===== src/rtl/uart_pkg.sv =====
// Shared definitions for the UART register-write command path.
package uart_pkg;

    typedef enum logic [1:0] {
        IDLE = 2'd0,
        ADDR = 2'd1,
        DATA = 2'd2,
        CHK  = 2'd3
    } parse_state_t;

    localparam logic [7:0] SYNC_BYTE_DEFAULT = 8'hA5;
    localparam int         FRAME_LEN         = 4;

    // Frame checksum: the sync marker is folded in so an all-zero frame is never valid.
    function automatic logic [7:0] cmd_checksum(
        input logic [7:0] addr,
        input logic [7:0] data,
        input logic [7:0] sync = SYNC_BYTE_DEFAULT
    );
        return addr ^ data ^ sync;
    endfunction

endpackage


===== src/rtl/uart_byte_strobe.sv =====
// Turns the level-style valid from uart_rx into a one-cycle byte strobe.
module uart_byte_strobe (
    input  logic       clk,
    input  logic       rst_n,
    input  logic [7:0] rx_data,
    input  logic       rx_data_valid,
    output logic       byte_stb,
    output logic [7:0] byte_data
);

    logic valid_q;

    // Delayed copy of valid; resets high so a level already present at release is ignored.
    always_ff @(posedge clk or negedge rst_n) begin
        if (!rst_n) valid_q <= 1'b1;
        else        valid_q <= rx_data_valid;
    end

    assign byte_stb  = rx_data_valid & ~valid_q;
    assign byte_data = rx_data;

endmodule


===== src/rtl/uart_cmd_parser.sv =====
// Frames received bytes into 4-byte write commands (sync, addr, data, checksum).
//
//   state | meaning
//   IDLE  | waiting for the sync byte; other bytes are dropped
//   ADDR  | next byte is the register address
//   DATA  | next byte is the register data
//   CHK   | next byte is the checksum; frame completes here
module uart_cmd_parser
    import uart_pkg::*;
#(
    parameter int         CLK_FREQ_HZ   = 12000000,
    parameter int         BAUD_RATE     = 9600,
    parameter int         TIMEOUT_BYTES = 4,
    parameter logic [7:0] SYNC_BYTE     = SYNC_BYTE_DEFAULT
) (
    input  logic       clk,
    input  logic       rst_n,
    input  logic [7:0] rx_data,
    input  logic       rx_data_valid,
    output logic [7:0] wr_addr,
    output logic [7:0] wr_data,
    output logic       wr_en,
    output logic       err_checksum,
    output logic       err_timeout,
    output logic       busy
);

    localparam int               TIMEOUT_CYCLES = TIMEOUT_BYTES * 10 * (CLK_FREQ_HZ / BAUD_RATE);
    localparam int               CNT_W          = $clog2(TIMEOUT_CYCLES + 1);
    localparam logic [CNT_W-1:0] TIMEOUT_TC     = CNT_W'(TIMEOUT_CYCLES);

    parse_state_t     state_q, state_d;
    logic [CNT_W-1:0] cnt_q;
    logic [7:0]       addr_r, data_r;
    logic             byte_stb;
    logic [7:0]       byte_data;
    logic             timeout_hit;
    logic             frame_done, chk_ok;
    logic             wr_en_d, err_checksum_d, err_timeout_d;

    uart_byte_strobe u_byte_strobe (
        .clk           (clk),
        .rst_n         (rst_n),
        .rx_data       (rx_data),
        .rx_data_valid (rx_data_valid),
        .byte_stb      (byte_stb),
        .byte_data     (byte_data)
    );

    // An accepted byte always beats a timeout landing in the same cycle.
    assign timeout_hit = (state_q != IDLE) && (cnt_q == TIMEOUT_TC) && !byte_stb;

    // State register and inter-byte timeout counter.
    always_ff @(posedge clk or negedge rst_n) begin
        if (!rst_n) begin
            state_q <= IDLE;
            cnt_q   <= '0;
        end else begin
            state_q <= state_d;
            if (byte_stb || timeout_hit || state_q == IDLE) cnt_q <= '0;
            else                                            cnt_q <= cnt_q + CNT_W'(1);
        end
    end

    // Next-state logic: one step per accepted byte, timeout drops back to IDLE.
    always_comb begin
        state_d = state_q;
        if (byte_stb) begin
            case (state_q)
                IDLE: if (byte_data == SYNC_BYTE) state_d = ADDR;
                ADDR: state_d = DATA;
                DATA: state_d = CHK;
                CHK:  state_d = IDLE;
            endcase
        end else if (timeout_hit) begin
            state_d = IDLE;
        end
    end

    // Output decode: frame completion result and timeout pulse, registered below.
    always_comb begin
        frame_done     = byte_stb && (state_q == CHK);
        chk_ok         = (byte_data == cmd_checksum(addr_r, data_r, SYNC_BYTE));
        wr_en_d        = frame_done && chk_ok;
        err_checksum_d = frame_done && !chk_ok;
        err_timeout_d  = timeout_hit;
    end

    // Field latches and registered outputs; wr_addr/wr_data only move on a good frame.
    always_ff @(posedge clk or negedge rst_n) begin
        if (!rst_n) begin
            addr_r       <= '0;
            data_r       <= '0;
            wr_addr      <= '0;
            wr_data      <= '0;
            wr_en        <= 1'b0;
            err_checksum <= 1'b0;
            err_timeout  <= 1'b0;
            busy         <= 1'b0;
        end else begin
            if (byte_stb && state_q == ADDR) addr_r <= byte_data;
            if (byte_stb && state_q == DATA) data_r <= byte_data;
            if (wr_en_d) begin
                wr_addr <= addr_r;
                wr_data <= data_r;
            end
            wr_en        <= wr_en_d;
            err_checksum <= err_checksum_d;
            err_timeout  <= err_timeout_d;
            busy         <= (state_d != IDLE);
        end
    end

endmodule


===== config.mk =====
export PLATFORM = sky130hd
export DESIGN_NAME = uart_cmd_parser
export DESIGN_NICKNAME = d
export VERILOG_FILES = /design/src/rtl/uart_pkg.sv /design/src/rtl/uart_byte_strobe.sv /design/src/rtl/uart_cmd_parser.sv
export SDC_FILE = /design/constraint.sdc
export NUM_CORES = 1
export LEC_CHECK = 0
export CAP_MARGIN = 10
export CELL_PAD_IN_SITES_DETAIL_PLACEMENT = 0
export CELL_PAD_IN_SITES_GLOBAL_PLACEMENT = 1
export CORE_MARGIN = 4
export CORE_UTILIZATION = 45
export DETAILED_ROUTE_END_ITERATION = 12
export DONT_BUFFER_PORTS = 1
export GPL_ROUTABILITY_DRIVEN = 1
export HOLD_SLACK_MARGIN = 0.03
export PLACE_DENSITY = 0.67
export SLEW_MARGIN = 20
export SYNTH_ARGS = -nofsm -noshare
export SYNTH_HDL_FRONTEND = slang
export SYNTH_SLANG_ARGS = --single-unit
export TNS_END_PERCENT = 30

===== constraint.sdc =====
create_clock -name clk -period 2.1 [get_ports clk]
set_input_delay 0.21 -clock clk [delete_from_list [all_inputs] [get_ports clk]]
set_output_delay 0.21 -clock clk [all_outputs]
set_load 0.02 [all_outputs]

* Word-level counts from Yosys, hierarchy flattened
Index checks and enable logic that the tools add are counted.
** Word-level totals
- Flip-flop bits (word level) :: 55
- Input bits :: 11
- Output and inout port bits :: 20
** Operators by class
- $add $sub $neg :: 1
- Eq/ne operators :: 6
- Muxes and demuxes :: 5
- Bitwise operators :: 4
- Reductions and logical operators :: 14
** Operators with widths (count)
- adder 16 x 1 -> 16 bit, second input constant :: 1
- == test 16 bit, second input constant :: 1
- two-way mux 16 bit :: 1
- == test 8 bit :: 1
- == test 8 bit, second input constant :: 1
- case mux 2 bit (4 select lines) :: 1
- XOR 8 bit :: 1
- logical AND 1 bit :: 7
- two-way mux 2 bit :: 3
- == test 2 bit, second input constant :: 2
- inverter 4 bit :: 1
- nonzero test 2 bit :: 2
- == test 2 x 1 -> 1 bit, second input constant :: 1
- logical NOT 1 bit :: 2
- logical NOT 2 bit :: 1
- logical OR 1 bit :: 2
- AND 1 bit :: 1
- inverter 1 bit :: 1

* Logic depth before layout (Yosys ltp)
- Depth in word-level cells :: 7
- Mapped depth :: 7
- Gate-level depth less buffers :: 6

* Hierarchy
Synthesis repeated with hierarchy kept, for this count alone.
** Second synthesis, totals
- Cells, all modules :: 201
- Area total of the unflattened synthesis :: 2663.8 sq um
** Modules (own cells, without submodules)
- uart_cmd_parser :: times used 1, cells each 191, area each 2563.7 sq um
- uart_byte_strobe :: times used 1, cells each 10, area each 100.1 sq um

* Least setup slack after synthesis
No wires, ideal clock.
- Path kind :: reg2reg
- Start :: reg data_r[3]
- End :: reg wr_addr[0]
- Library setup time :: 0.125 ns
- Data arrival time :: 1.817 ns
- Data required time :: 1.975 ns
- Slack :: 0.158 ns
- Stages on the path, launching flop included :: 6
- Buffers on the path :: 1
- Cells stage by stage :: dfrtp_1 > xnor3_1 > nand4_4 > nor4_4 > buf_8 > mux2_4
** On the way
- Word-level cells in the longest chain between the ends :: 3
** RTL lines
- from (decl) :: RTL line uart_cmd_parser.sv:34 : logic [7:0] addr_r, data_r;
- from (signal assigned) :: RTL line uart_cmd_parser.sv:102 : if (byte_stb && state_q == DATA) data_r <= byte_data;
- XOR 8 bit :: RTL line uart_pkg.sv:20 : return addr ^ data ^ sync;
- == test 8 bit :: RTL line uart_cmd_parser.sv:83 : chk_ok = (byte_data == cmd_checksum(addr_r, data_r, SYNC_BYTE));
- logical AND 1 bit :: RTL line uart_cmd_parser.sv:84 : wr_en_d = frame_done && chk_ok;
- net wr_en_d :: RTL line uart_cmd_parser.sv:39 : logic wr_en_d, err_checksum_d, err_timeout_d;
- to (signal assigned) :: RTL line uart_cmd_parser.sv:104 : wr_addr <= addr_r;
- to (decl) :: RTL line uart_cmd_parser.sv:20 : output logic [7:0] wr_addr,
The timed path passes the listed nets, and every way through them passes these cells.
A chain may end at the register's enable or synchronous reset.

* Final worst setup path
- Start :: reg data_r[6]
- End :: reg wr_data[2]
** On the way
- Word-level cells in the longest chain between the ends :: 3
** RTL lines
- XOR 8 bit :: RTL line uart_pkg.sv:20
- == test 8 bit :: RTL line uart_cmd_parser.sv:83
- logical AND 1 bit :: RTL line uart_cmd_parser.sv:84
- to (signal assigned) :: RTL line uart_cmd_parser.sv:105 : wr_data <= data_r;
- to (decl) :: RTL line uart_cmd_parser.sv:21 : output logic [7:0] wr_data,
Every way passes these cells.

==> run_results.csv <==
group,metric,value,unit
drt,routedWlPerCell,16.3,um
status,status,"complete, no violations",
drt,ant_nets,0,
placement,dp.final_hpwl,3280,um
placement,port_buffers,0,
synth,postSynth.asyncResetShare,1.00,
worst_setup_path,crit_required,2290,ps
global_routing,grt_max_degree,56,
die,ios,31,
global_routing,grt_pass1_wl,8150,um
synth,synth_top_area_frac,0.521,
min_path,hold_path.class,"in2reg",
drt,drt_iter0_markers,43,
clocking,h-tree-depth,2,
die,start_util,0.468,
global_routing,grt_usage,0.144,
clocking,cts.sinks,55,
drt,drc,0,
clocking,cts_tree,"done",
cells_and_area,antennaDiodeCount,0,
worst_setup_path,path_max_fanout,17,
cells_and_area,nets,225,
clocking,cts_hold_buf,3,
die,die_h,83.9,um
worst_setup_path,critPathLaunchType,"flop",
power,max-vdd-ir-drop,0.421,mV
synth,synthFlopType,"dfrtp_1",
drt,num_vias,1474,
clocking,cts_resized,0,
sta,worst_pin_slew,436,ps
cells_and_area,post-route-cell-area,2900,sq um
synth,ys_top_cells_by_count,"dfrtp_1, mux2_2, nor2_1",
clocking,clk_latency,300,ps
sta,relSlewSlack,0.708,
cells_and_area,final_core_util,0.524,
synth,synth_area_leaders,"dfrtp_1, mux2_2, mux2_4",
placement,place_inst,267,
drt,dr.pass1.iters,5,
global_routing,antenna_found_initial,0,
global_routing,grt_remaining_overflow,0,
sta,hold_viol,0,
cells_and_area,drive_gt1_frac,0.231,
synth,synth_top_area_cell,"dfrtp_1",
die,row_count,27,
power,p_leak,1.31,nW
placement,finalWeightedCongestion,0.753,
power,powerDensity,1080,nW/um^2
synth,syn_area,2590,sq um
global_routing,grt_pass1_vias,1674,
sta,post-route-period-util,0.902,
cells_and_area,area_growth_syn_to_layout,12.0,%
clocking,cts_buffers,5,
drt,viasPerCell,5.26,
sta,finalSetupViolations,0,
synth,synth_edf_count,0,
synth,yosysMostFrequentCell,"dfrtp_1",
die,die_area,7040,sq um
clocking,clockBufferDepth,2,
die,core_area,5540,sq um
sta,max_freq,528,MHz
sta,period_needed,1890,ps
sta,rsz0062_at_grt,"no",
clocking,clkTransAtPathRegs,90,ps
clocking,postCtsSetupBuffers,0,
synth,seq_area_frac_synth,0.531,
clocking,cts_root_buf,"clkbuf_8",
job,cap_violations,0,
synth,yosysUniqueCellTypes,32,
worst_setup_path,crit_type,"reg2reg",
synth,avgSynthCellArea,13.4,sq um
cells_and_area,stdcell_count,280,
placement,placedInstanceArea,2700,sq um
sta,skew,6.81,ps
die,chipWidth,83.9,um
synth,yosysWarnings,0,
sta,tns,0,ps
synth,ys_ff_latch,55,
synth,syn_inst,194,
sta,drv_slew,0,
worst_setup_path,end_kind,"flop",
worst_setup_path,cp.arrival,2090,ps
synth,synthesis.nets,212,
drt,drt_wl_total,4550,um
## stage by stage
| stage | hold WS (ps) | setup slack, ps | total power [W] |
|---|---|---|---|
| after global placement | -84.3 | 216 | 0.00232 |
| final | 48.5 | 206 | 0.00314 |
| after global routing | 31.7 | 80.2 | 0.00337 |
| after CTS | 34.9 | 183 | 0.00320 |
| after detailed placement | -84.2 | 214 | 0.00235 |
| after floorplan | -85.6 | 158 | 0.00216 |
## placed cells by master, fill, tap and decap left out, types with 6 or more instances in the layout
master / synthesis / layout
nand2_1: 11 / 11
xnor2_1: 10 / 10
nor2_1: 20 / 20
ha_1: 7 / 7
mux2_2: 23 / 23
nand3_1: 6 / 6
mux2_4: 9 / 9
inv_1: 7 / 7
dfrtp_1: 54 / 54
## critical path, cell delays in order (launching register included)
cell	delay, ps
dfrtp_1	420
xnor3_1	380
nand4_4	110
nor4_4	320
buf_12	210
mux2_2	350
## registers in the layout, indices dropped and copies added, names as in the netlist
register and count:
wr_en 1, wr_data 8, cnt_q 16, addr_r 8, wr_addr 8, u_byte_strobe.valid_q 1
data_r 8, state_q 2, busy 1, err_timeout 1, err_checksum 1
## worst paths after layout
| kind | start | endpoint | slack, ps | cells after the start |
|---|---|---|---|---|
| hold reg to reg | cnt_q[0] | cnt_q[0] | 520 | 1 |
| hold / removal | rx_data[7] | addr_r[7] | 50 | 1 |
| setup reg to reg | data_r[6] | wr_data[2] | 210 | 5 |
| setup / recovery | data_r[6] | wr_data[2] | 210 | 5 |
| max in group asynchronous | rst_n | u_byte_strobe.valid_q | 1390 | 2 |
| min in group asynchronous | rst_n | data_r[4] | 420 | 2 |
## logic make-up (layout without fill, tap and decap cells)
kind of cell | after synthesis | in the layout | synth area share
simple gates | 60 | 60 | 0.131
flops | 55 | 55 | 0.531
mux | 32 | 32 | 0.152
xor+xnor | 20 | 20 | 0.112
compound gates | 10 | 10 | 0.0212
buf+inv | 10 | 24 | 0.0188
fa+ha+maj | 7 | 7 | 0.0338
## area by class of cell
class	count	area, sq um
clock inverters	2	60.1
inverters	7	26.3
repair buffers	9	110
multi-input cells	129	1170
fillers	486	2640
flip-flops and latches	55	1380
clock buffers	6	72.6
well taps	72	90.1
## metal layers
metal  routed length, um  vias up  track usage
met5                   0        -            0
met4                  74        0       0.0468
met3                 208       10       0.0415
met2                2360       33        0.255
met1                1910      733        0.167
li1                    -      698            -
## power breakdown
group / switching (W) / internal [W]
Sequential: 0.000216 / 0.00127
Combinational: 0.000376 / 0.000482
Clock: 0.000319 / 0.000476
Total: 0.000911 / 0.00223
(Power assumes the default switching activity.)
